--- config.mk ---
export PLATFORM = sky130hd
export DESIGN_NAME = dpb_stream_sequencer_flat
export DESIGN_NICKNAME = d
export VERILOG_FILES = /design/src/rtl/dpb_stream_sequencer_pkg.sv /design/src/rtl/dpb_stream_sequencer_if.sv /design/src/rtl/dpb_stream_sequencer.sv /design/src/flat_wrapper.sv
export SDC_FILE = /design/constraint.sdc
export NUM_CORES = 1
export LEC_CHECK = 0
export ABC_AREA = 1
export BUFFER_PORTS_ARGS = -buffer_cell sky130_fd_sc_hd__buf_2
export CAP_MARGIN = 0
export CORE_ASPECT_RATIO = 1.2
export CORE_MARGIN = 2
export CORE_UTILIZATION = 51
export DETAILED_ROUTE_END_ITERATION = 12
export GPL_TIMING_DRIVEN = 0
export PLACE_DENSITY = 0.76
export SKIP_CTS_REPAIR_TIMING = 1
export SLEW_MARGIN = 20
export SYNTH_ARGS = -nofsm -noshare
export SYNTH_HDL_FRONTEND = slang
export SYNTH_SLANG_ARGS = --single-unit
--- constraint.sdc ---
create_clock -name clk -period 2.2 [get_ports clk]
set_input_delay 0.44 -clock clk [delete_from_list [all_inputs] [get_ports clk]]
set_output_delay 0.44 -clock clk [all_outputs]
set_load 0.02 [all_outputs]
--- src/rtl/dpb_stream_sequencer_pkg.sv ---
// Shared types and defaults for the dual-port-buffer stream sequencer.
package dpb_seq_pkg;

  // Sequencer FSM states; encodings are stable so checkers can decode dbg_state.
  typedef enum logic [2:0] {
    IDLE         = 3'd0,
    TX_FILL      = 3'd1,
    TX_KICK      = 3'd2,
    TX_WAIT_BUSY = 3'd3,
    TX_WAIT_IDLE = 3'd4,
    RX_WAIT      = 3'd5,
    RX_FETCH     = 3'd6,
    RX_OUT       = 3'd7
  } state_e;

  // Cycles allowed for the adapter to leave idle after a TX kick.
  localparam int DEFAULT_BUSY_TIMEOUT = 64;

endpackage

--- src/rtl/dpb_stream_sequencer_if.sv ---
// Bundle of stream, buffer and adapter signals around the sequencer.
//
// Handshakes: a word moves on a rising clk edge where valid && ready are both
// high. The source holds data stable while valid && !ready, and valid never
// depends combinationally on ready. TX: source = user, sink = sequencer
// (i_tx_valid / o_tx_ready). RX: source = sequencer, sink = user
// (o_rx_valid / i_rx_ready).
interface dpb_stream_sequencer_if #(
  parameter int MEM_DEPTH  = 8,
  parameter int DATA_WIDTH = 32
);
  import dpb_seq_pkg::*;

  // TX stream
  logic                  i_tx_stb;
  logic [MEM_DEPTH:0]    i_tx_count;
  logic                  i_tx_valid;
  logic [DATA_WIDTH-1:0] i_tx_data;
  logic                  o_tx_ready;
  logic                  o_tx_done;
  logic                  o_tx_timeout;
  // RX stream
  logic                  i_rx_en;
  logic [MEM_DEPTH:0]    i_rx_count;
  logic                  o_rx_valid;
  logic [DATA_WIDTH-1:0] o_rx_data;
  logic                  i_rx_ready;
  logic                  o_rx_done;
  // control / status
  logic                  i_cancel;
  logic                  o_busy;
  // buffer port
  logic                  o_bram_we;
  logic [MEM_DEPTH-1:0]  o_bram_addr;
  logic [DATA_WIDTH-1:0] o_bram_din;
  logic [DATA_WIDTH-1:0] i_bram_dout;
  logic                  i_bram_valid;
  // adapter control
  logic                  o_mem_2_ppfifo_stb;
  logic                  o_ppfifo_2_mem_en;
  logic                  o_cancel_write_stb;
  logic [31:0]           i_num_reads;
  logic                  i_adapter_idle;
  // debug view of the FSM
  state_e                dbg_state;

  // Sequencer side
  modport slave (
    input  i_tx_stb, i_tx_count, i_tx_valid, i_tx_data,
    output o_tx_ready, o_tx_done, o_tx_timeout,
    input  i_rx_en, i_rx_count, i_rx_ready,
    output o_rx_valid, o_rx_data, o_rx_done,
    input  i_cancel,
    output o_busy,
    output o_bram_we, o_bram_addr, o_bram_din,
    input  i_bram_dout, i_bram_valid,
    output o_mem_2_ppfifo_stb, o_ppfifo_2_mem_en, o_cancel_write_stb,
    input  i_num_reads, i_adapter_idle,
    output dbg_state
  );

  // Environment side (user streams, buffer, adapter)
  modport master (
    output i_tx_stb, i_tx_count, i_tx_valid, i_tx_data,
    input  o_tx_ready, o_tx_done, o_tx_timeout,
    output i_rx_en, i_rx_count, i_rx_ready,
    input  o_rx_valid, o_rx_data, o_rx_done,
    output i_cancel,
    input  o_busy,
    input  o_bram_we, o_bram_addr, o_bram_din,
    output i_bram_dout, i_bram_valid,
    input  o_mem_2_ppfifo_stb, o_ppfifo_2_mem_en, o_cancel_write_stb,
    output i_num_reads, i_adapter_idle,
    input  dbg_state
  );

endinterface

--- src/rtl/dpb_stream_sequencer.sv ---
// Stream sequencer: fills the local buffer from a TX stream and kicks the
// adapter to drain it, or waits for an adapter read and streams the buffer out.
module dpb_stream_sequencer
  import dpb_seq_pkg::*;
#(
  parameter int MEM_DEPTH    = 8,
  parameter int DATA_WIDTH   = 32,
  parameter int BUSY_TIMEOUT = DEFAULT_BUSY_TIMEOUT
) (
  input  logic                   clk,
  input  logic                   rst,
  dpb_stream_sequencer_if.slave  bus
);

  localparam int TW = $clog2(BUSY_TIMEOUT) + 1;
  localparam logic [TW-1:0] TIMER_LAST = TW'(BUSY_TIMEOUT - 1);

  state_e                state_q, state_d;
  logic [MEM_DEPTH-1:0]  idx_q, idx_d;    // TX: next word index
  logic [MEM_DEPTH-1:0]  last_q, last_d;  // index of the final word of the block
  logic [MEM_DEPTH-1:0]  addr_q, addr_d;
  logic [DATA_WIDTH-1:0] din_q, din_d;
  logic [TW-1:0]         timer_q, timer_d;
  logic [31:0]           rd_snap_q, rd_snap_d;
  logic                  guard_q, guard_d;
  logic                  we_q, we_d;
  logic                  stb_q, stb_d;
  logic                  rx_en_q, rx_en_d;
  logic                  cancel_q, cancel_d;
  logic                  tx_done_q, tx_done_d;
  logic                  tx_to_q, tx_to_d;
  logic                  rx_valid_q, rx_valid_d;
  logic [DATA_WIDTH-1:0] rx_data_q, rx_data_d;
  logic                  rx_done_q, rx_done_d;

  // A count of MEM_SIZE and an illegal 0 both truncate to last index
  // MEM_SIZE-1, so the count MSB never matters for sequencing.
  logic unused_count_msb;
  assign unused_count_msb = bus.i_tx_count[MEM_DEPTH] ^ bus.i_rx_count[MEM_DEPTH];

  // Next-state and output decode; cancel overrides every other transition.
  always_comb begin
    state_d    = state_q;
    idx_d      = idx_q;
    last_d     = last_q;
    addr_d     = addr_q;
    din_d      = din_q;
    timer_d    = timer_q;
    rd_snap_d  = rd_snap_q;
    guard_d    = guard_q;
    rx_en_d    = rx_en_q;
    rx_valid_d = rx_valid_q;
    rx_data_d  = rx_data_q;
    we_d       = 1'b0;
    stb_d      = 1'b0;
    cancel_d   = 1'b0;
    tx_done_d  = 1'b0;
    tx_to_d    = 1'b0;
    rx_done_d  = 1'b0;
    if (bus.i_cancel && (state_q != IDLE)) begin
      cancel_d   = 1'b1;
      rx_en_d    = 1'b0;
      rx_valid_d = 1'b0;
      state_d    = IDLE;
    end else begin
      case (state_q)
        IDLE: begin
          if (bus.i_tx_stb) begin
            last_d  = bus.i_tx_count[MEM_DEPTH-1:0] - 1'b1;
            idx_d   = '0;
            addr_d  = '0;
            state_d = TX_FILL;
          end else if (bus.i_rx_en) begin
            last_d    = bus.i_rx_count[MEM_DEPTH-1:0] - 1'b1;
            rd_snap_d = bus.i_num_reads;
            rx_en_d   = 1'b1;
            state_d   = RX_WAIT;
          end
        end
        TX_FILL: begin
          if (bus.i_tx_valid) begin
            we_d   = 1'b1;
            addr_d = idx_q;
            din_d  = bus.i_tx_data;
            idx_d  = idx_q + 1'b1;
            if (idx_q == last_q) state_d = TX_KICK;
          end
        end
        TX_KICK: begin
          // the final buffer write is on the port this cycle
          stb_d   = 1'b1;
          timer_d = '0;
          state_d = TX_WAIT_BUSY;
        end
        TX_WAIT_BUSY: begin
          if (!bus.i_adapter_idle) begin
            state_d = TX_WAIT_IDLE;
          end else if (timer_q == TIMER_LAST) begin
            tx_to_d = 1'b1;
            state_d = IDLE;
          end else begin
            timer_d = timer_q + 1'b1;
          end
        end
        TX_WAIT_IDLE: begin
          if (bus.i_adapter_idle) begin
            tx_done_d = 1'b1;
            state_d   = IDLE;
          end
        end
        RX_WAIT: begin
          // plain inequality tolerates counter wrap
          if (bus.i_num_reads != rd_snap_q) begin
            rx_en_d = 1'b0;
            addr_d  = '0;
            guard_d = 1'b1;
            state_d = RX_FETCH;
          end
        end
        RX_FETCH: begin
          // valid seen while the address is still settling refers to the old word
          if (guard_q) begin
            guard_d = 1'b0;
          end else if (bus.i_bram_valid) begin
            rx_data_d  = bus.i_bram_dout;
            rx_valid_d = 1'b1;
            state_d    = RX_OUT;
          end
        end
        RX_OUT: begin
          if (bus.i_rx_ready) begin
            rx_valid_d = 1'b0;
            if (addr_q == last_q) begin
              rx_done_d = 1'b1;
              state_d   = IDLE;
            end else begin
              addr_d  = addr_q + 1'b1;
              guard_d = 1'b1;
              state_d = RX_FETCH;
            end
          end
        end
        default: state_d = IDLE;
      endcase
    end
  end

  // State and registered outputs, synchronous reset.
  always_ff @(posedge clk) begin
    if (rst) begin
      state_q    <= IDLE;
      idx_q      <= '0;
      last_q     <= '0;
      addr_q     <= '0;
      din_q      <= '0;
      timer_q    <= '0;
      rd_snap_q  <= '0;
      guard_q    <= 1'b0;
      we_q       <= 1'b0;
      stb_q      <= 1'b0;
      rx_en_q    <= 1'b0;
      cancel_q   <= 1'b0;
      tx_done_q  <= 1'b0;
      tx_to_q    <= 1'b0;
      rx_valid_q <= 1'b0;
      rx_data_q  <= '0;
      rx_done_q  <= 1'b0;
    end else begin
      state_q    <= state_d;
      idx_q      <= idx_d;
      last_q     <= last_d;
      addr_q     <= addr_d;
      din_q      <= din_d;
      timer_q    <= timer_d;
      rd_snap_q  <= rd_snap_d;
      guard_q    <= guard_d;
      we_q       <= we_d;
      stb_q      <= stb_d;
      rx_en_q    <= rx_en_d;
      cancel_q   <= cancel_d;
      tx_done_q  <= tx_done_d;
      tx_to_q    <= tx_to_d;
      rx_valid_q <= rx_valid_d;
      rx_data_q  <= rx_data_d;
      rx_done_q  <= rx_done_d;
    end
  end

  assign bus.o_tx_ready         = (state_q == TX_FILL);
  assign bus.o_busy             = (state_q != IDLE);
  assign bus.o_tx_done          = tx_done_q;
  assign bus.o_tx_timeout       = tx_to_q;
  assign bus.o_rx_valid         = rx_valid_q;
  assign bus.o_rx_data          = rx_data_q;
  assign bus.o_rx_done          = rx_done_q;
  assign bus.o_bram_we          = we_q;
  assign bus.o_bram_addr        = addr_q;
  assign bus.o_bram_din         = din_q;
  assign bus.o_mem_2_ppfifo_stb = stb_q;
  assign bus.o_ppfifo_2_mem_en  = rx_en_q;
  assign bus.o_cancel_write_stb = cancel_q;
  assign bus.dbg_state          = state_q;

endmodule

--- src/flat_wrapper.sv ---
// flat-port wrapper written by rule: the top's interface ports become plain ports
module dpb_stream_sequencer_flat import dpb_seq_pkg::*;
#(
  parameter int MEM_DEPTH    = 8,
  parameter int DATA_WIDTH   = 32,
  parameter int BUSY_TIMEOUT = DEFAULT_BUSY_TIMEOUT
)
  (clk, rst, bus_i_tx_stb, bus_i_tx_count, bus_i_tx_valid, bus_i_tx_data, bus_o_tx_ready, bus_o_tx_done, bus_o_tx_timeout, bus_i_rx_en, bus_i_rx_count, bus_i_rx_ready, bus_o_rx_valid, bus_o_rx_data, bus_o_rx_done, bus_i_cancel, bus_o_busy, bus_o_bram_we, bus_o_bram_addr, bus_o_bram_din, bus_i_bram_dout, bus_i_bram_valid, bus_o_mem_2_ppfifo_stb, bus_o_ppfifo_2_mem_en, bus_o_cancel_write_stb, bus_i_num_reads, bus_i_adapter_idle, bus_dbg_state);
  dpb_stream_sequencer_if #(.MEM_DEPTH(MEM_DEPTH), .DATA_WIDTH(DATA_WIDTH)) bus_i ();
  input  logic clk;
  input  logic rst;
  input wire logic [$bits(bus_i.i_tx_stb)-1:0] bus_i_tx_stb;
  input wire logic [$bits(bus_i.i_tx_count)-1:0] bus_i_tx_count;
  input wire logic [$bits(bus_i.i_tx_valid)-1:0] bus_i_tx_valid;
  input wire logic [$bits(bus_i.i_tx_data)-1:0] bus_i_tx_data;
  output wire logic [$bits(bus_i.o_tx_ready)-1:0] bus_o_tx_ready;
  output wire logic [$bits(bus_i.o_tx_done)-1:0] bus_o_tx_done;
  output wire logic [$bits(bus_i.o_tx_timeout)-1:0] bus_o_tx_timeout;
  input wire logic [$bits(bus_i.i_rx_en)-1:0] bus_i_rx_en;
  input wire logic [$bits(bus_i.i_rx_count)-1:0] bus_i_rx_count;
  input wire logic [$bits(bus_i.i_rx_ready)-1:0] bus_i_rx_ready;
  output wire logic [$bits(bus_i.o_rx_valid)-1:0] bus_o_rx_valid;
  output wire logic [$bits(bus_i.o_rx_data)-1:0] bus_o_rx_data;
  output wire logic [$bits(bus_i.o_rx_done)-1:0] bus_o_rx_done;
  input wire logic [$bits(bus_i.i_cancel)-1:0] bus_i_cancel;
  output wire logic [$bits(bus_i.o_busy)-1:0] bus_o_busy;
  output wire logic [$bits(bus_i.o_bram_we)-1:0] bus_o_bram_we;
  output wire logic [$bits(bus_i.o_bram_addr)-1:0] bus_o_bram_addr;
  output wire logic [$bits(bus_i.o_bram_din)-1:0] bus_o_bram_din;
  input wire logic [$bits(bus_i.i_bram_dout)-1:0] bus_i_bram_dout;
  input wire logic [$bits(bus_i.i_bram_valid)-1:0] bus_i_bram_valid;
  output wire logic [$bits(bus_i.o_mem_2_ppfifo_stb)-1:0] bus_o_mem_2_ppfifo_stb;
  output wire logic [$bits(bus_i.o_ppfifo_2_mem_en)-1:0] bus_o_ppfifo_2_mem_en;
  output wire logic [$bits(bus_i.o_cancel_write_stb)-1:0] bus_o_cancel_write_stb;
  input wire logic [$bits(bus_i.i_num_reads)-1:0] bus_i_num_reads;
  input wire logic [$bits(bus_i.i_adapter_idle)-1:0] bus_i_adapter_idle;
  output wire logic [$bits(bus_i.dbg_state)-1:0] bus_dbg_state;
  assign bus_i.i_tx_stb = bus_i_tx_stb;
  assign bus_i.i_tx_count = bus_i_tx_count;
  assign bus_i.i_tx_valid = bus_i_tx_valid;
  assign bus_i.i_tx_data = bus_i_tx_data;
  assign bus_o_tx_ready = bus_i.o_tx_ready;
  assign bus_o_tx_done = bus_i.o_tx_done;
  assign bus_o_tx_timeout = bus_i.o_tx_timeout;
  assign bus_i.i_rx_en = bus_i_rx_en;
  assign bus_i.i_rx_count = bus_i_rx_count;
  assign bus_i.i_rx_ready = bus_i_rx_ready;
  assign bus_o_rx_valid = bus_i.o_rx_valid;
  assign bus_o_rx_data = bus_i.o_rx_data;
  assign bus_o_rx_done = bus_i.o_rx_done;
  assign bus_i.i_cancel = bus_i_cancel;
  assign bus_o_busy = bus_i.o_busy;
  assign bus_o_bram_we = bus_i.o_bram_we;
  assign bus_o_bram_addr = bus_i.o_bram_addr;
  assign bus_o_bram_din = bus_i.o_bram_din;
  assign bus_i.i_bram_dout = bus_i_bram_dout;
  assign bus_i.i_bram_valid = bus_i_bram_valid;
  assign bus_o_mem_2_ppfifo_stb = bus_i.o_mem_2_ppfifo_stb;
  assign bus_o_ppfifo_2_mem_en = bus_i.o_ppfifo_2_mem_en;
  assign bus_o_cancel_write_stb = bus_i.o_cancel_write_stb;
  assign bus_i.i_num_reads = bus_i_num_reads;
  assign bus_i.i_adapter_idle = bus_i_adapter_idle;
  assign bus_dbg_state = bus_i.dbg_state;
  dpb_stream_sequencer #(.MEM_DEPTH(MEM_DEPTH), .DATA_WIDTH(DATA_WIDTH), .BUSY_TIMEOUT(BUSY_TIMEOUT)) u_core (.clk(clk), .rst(rst), .bus(bus_i));
endmodule
==> flow_metrics.py <==
metrics = {
    "run_status": {
        "status": "finished clean",
    },
    "yosys": {
        "synth_cell_types": 43,
        "synth_warnings": 0,
        "ys_ff_latch": 139,
        "synth_edf_count": 0,
        "netlist_area_um2": 6640,
        "syn_nets": 1076,
        "post_synth.cell_area_avg_um2": 7.00,
        "yosysSeqAreaShare_pct": 41.9,
        "synth-async-reset-ratio_pct": 0,
        "syn_inst": 949,
        "synth_ff_type": "dfxtp_1",
    },
    "layout": {
        "drive_gt1_share_pct": 24.2,
        "antennaDiodeCount": 0,
        "nFillCells": 1232,
        "area_growth_pct": 27.3,
        "utilization_pct": 66.7,
        "nets": 1298,
    },
    "power": {
        "power.density_nw_per_um2": 1100,
        "clkPwrFrac_pct": 30.3,
        "ir_drop_mv": 0.944,
        "leakage_uw": 0.00399,
        "combinationalPowerShare_pct": 35.0,
        "power_frac_seq_pct": 34.7,
        "p_int_uw": 5740,
        "p_sw_uw": 3520,
        "switching_share_pct": 38.0,
    },
    "floorplan": {
        "die_area_um2": 14000,
        "fp.dieW_um": 108,
        "rows": 45,
        "start_util_pct": 52.4,
        "chipHeight_um": 129,
        "fp.coreArea_um2": 12700,
        "ios": 208,
    },
    "grt": {
        "grt_max_degree": 17,
        "grt.total_usage_pct": 25.7,
        "grt_overflow_total": 0,
        "grt_first_pass_wirelength_um": 28300,
        "antenna_found_initial": 0,
        "grt_pass1_vias": 6181,
    },
    "worst_setup_path": {
        "end_kind": "primary output",
        "crit_type": "flop to primary output",
        "path_cells": "buf_4, nor2_2, nand2_4, inv_2, buf_2",
        "slowest_delay_ps": 320,
        "crit_fanout": 9,
        "cp.buffers_inverters": 3,
        "worstSetupStartpointType": "flop",
        "cp_slowest_cell": "dfxtp_1",
        "cp.arrival_ps": 1680,
        "cpLargestDelayFamily": "buffers and inverters",
        "critical_path_required_ps": 1760,
    },
    "timing": {
        "setup_viol": 0,
        "drv_slew": 0,
        "fmax_mhz": 471,
        "fin_setup_tns_ps": 0,
        "finClkSkew_ps": 8.28,
        "relSlewSlack_pct": 59.6,
        "tightest_slew_ps": 606,
        "rsz0062_at_grt": "no",
        "setup_ws_ps": 78.7,
        "finalHoldViolations": 0,
        "post-route-period-util_pct": 96.4,
        "fin_crit_ps": 2120,
    },
    "run": {
        "drv_cap": 0,
    },
    "cts": {
        "htreeDepth": 4,
        "clock_path_buffers": 2,
        "clock_latency_ps": 430,
        "root_buffer": "clkbuf_16",
        "numCtsBuffers": 17,
        "clock-sinks": 139,
        "clk_pin_slew_ps": 60,
        "cts_tree": "yes",
    },
    "route": {
        "drt_iter0_markers": 436,
        "routed_via_density": 5.02,
        "drc": 0,
        "wirelength_um": 18000,
        "num_vias": 6763,
        "wire_per_inst_um": 13.3,
        "route.antenna.remaining_nets": 0,
        "first_pass_iters": 5,
    },
    "place": {
        "place.gp.congestion": 0.909,
        "io_buffers": 203,
        "hpwlAfterDp_um": 13600,
        "pre_cts_ws_ps": 175,
    },
    "hold_path": {
        "min_path_type": "input port to flop",
    },
}
state kept, by name, indices dropped and copies added (netlist names), 3 cells and up:
name / flops
u_core.bus.dbg_state: 3
u_core.bus.o_bram_addr: 8
u_core.bus.o_bram_din: 32
u_core.bus.o_rx_data: 32
u_core.idx_q: 8
u_core.last_q: 8
u_core.rd_snap_q: 32
u_core.timer_q: 7
path summary, 6_finish.rpt:
check                               start                           end  slack [ps]  depth (start not counted)
max               u_core.bus.dbg_state[2]                bus_o_tx_ready          80                          5
min                     bus_i_tx_data[31]     u_core.bus.o_bram_din[31]         230                          3
min reg2reg  u_core.bus.o_ppfifo_2_mem_en  u_core.bus.o_ppfifo_2_mem_en         460                          2
max reg2reg       u_core.bus.dbg_state[2]     u_core.bus.o_bram_addr[4]         190                         13
worst register-to-register path: stages, from the launching register on:
cell	delay (ps)
dfxtp_1	350
buf_4	200
nand2_1	80
nor2_2	220
nand3_1	100
nor2_1	100
nand2_1	60
nor2_1	140
nand3_2	190
nand3_2	150
buf_6	150
nand2_1	50
nand2_1	50
nor2_1	50
placed cells by master (no fill, tap or decap), types with 5 or more instances in the layout:
| master | synthesis | routed |
|---|---|---|
| or2_2 | 5 | 5 |
| xnor2_1 | 34 | 34 |
| clkbuf_1 | 24 | 24 |
| inv_2 | 11 | 11 |
| inv_1 | 73 | 73 |
| nor3_1 | 13 | 13 |
| buf_2 | 14 | 217 |
| a21oi_1 | 47 | 47 |
| o21ai_1 | 9 | 9 |
| nor2_1 | 218 | 218 |
| clkinv_2 | 0 | 5 |
| nand4_1 | 12 | 12 |
| nand3_1 | 44 | 44 |
| nand2_1 | 147 | 147 |
| clkbuf_16 | 0 | 17 |
| dfxtp_1 | 139 | 139 |
| xor2_1 | 15 | 15 |
| o21ai_0 | 96 | 96 |
cell usage after synthesis, types with 2 or more instances:
| cell | instances | area [um2] |
|---|---|---|
| a32oi_1 | 2 | 17.5 |
| a31oi_1 | 3 | 18.8 |
| nand3_2 | 2 | 20.0 |
| o22ai_1 | 2 | 12.5 |
| xor2_1 | 15 | 131 |
| nand2_1 | 147 | 552 |
| nor2_4 | 2 | 22.5 |
| or2_2 | 5 | 31.3 |
| nor2b_1 | 2 | 12.5 |
| mux2i_1 | 2 | 20.0 |
| nor2_1 | 218 | 818 |
| nor2_2 | 4 | 25.0 |
| nor3_1 | 13 | 65.1 |
| ha_1 | 4 | 50.1 |
| o21ai_0 | 96 | 480 |
| o21ai_2 | 2 | 17.5 |
| buf_2 | 14 | 70.1 |
| a211oi_1 | 2 | 15.0 |
| nand4_1 | 12 | 75.1 |
| nand2_4 | 3 | 33.8 |
| inv_2 | 11 | 41.3 |
| dfxtp_1 | 139 | 2780 |
| nand3_1 | 44 | 220 |
| o21bai_1 | 2 | 15.0 |
| xnor2_1 | 34 | 298 |
| nor3_2 | 2 | 20.0 |
| nand2_2 | 2 | 12.5 |
| a21oi_1 | 47 | 235 |
| o21ai_1 | 9 | 45.0 |
| inv_1 | 73 | 274 |
| clkbuf_1 | 24 | 90.1 |
kinds of logic after synthesis:
family                   synth area share (%)
adder cells (fa/ha/maj)                 0.754
AND/OR/NAND/NOR                          29.7
flip-flops                               41.9
multiplexers                            0.301
XOR/XNOR                                 6.46
AO/OA/AOI/OAI                            13.4
buffers and inverters                    7.50
metrics by stage:
step | hold slack, ps | std cells | cell area (um2) | total power [uW]
finish | 234 | 1348 | 8450 | 9260
global route | 227 | 1348 | 8450 | 9850
CTS | 219 | 1348 | 8450 | 9300
detailed placement | 456 | 1316 | 7860 | 6470
global placement | 425 | 1316 | 7860 | 6420
floorplan | 444 | 949 | 6640 | 5570
routing by layer:
metal	vias to the layer above	GRT usage, %	wire (um)
li1	3489	-	-
met1	3040	31.3	7640
met2	205	44.1	8930
met3	29	5.47	1050
met4	0	10.1	348
met5	-	0	0
power groups by stage:
stage	registers, uW	clock network (uW)	logic, uW
floorplan	3450	0	2120
global placement	3250	0	3170
detailed placement	3250	0	3220
CTS	3200	2860	3240
global route	3250	2970	3630
finish	3210	2810	3240
area by class of cell:
cell class / count / area (um2) / area share, %
Inverter: 84 / 315 / 3.73
Buffer: 41 / 183 / 2.16
Tap cell: 164 / 205 / 2.43
Clock inverter: 14 / 144 / 1.70
Multi-Input combinational cell: 685 / 3370 / 39.8
Timing Repair Buffer: 203 / 1020 / 12.0
Sequential cell: 139 / 2780 / 32.9
Clock buffer: 18 / 439 / 5.20
No activity file was read; power rests on OpenSTA's default activity.
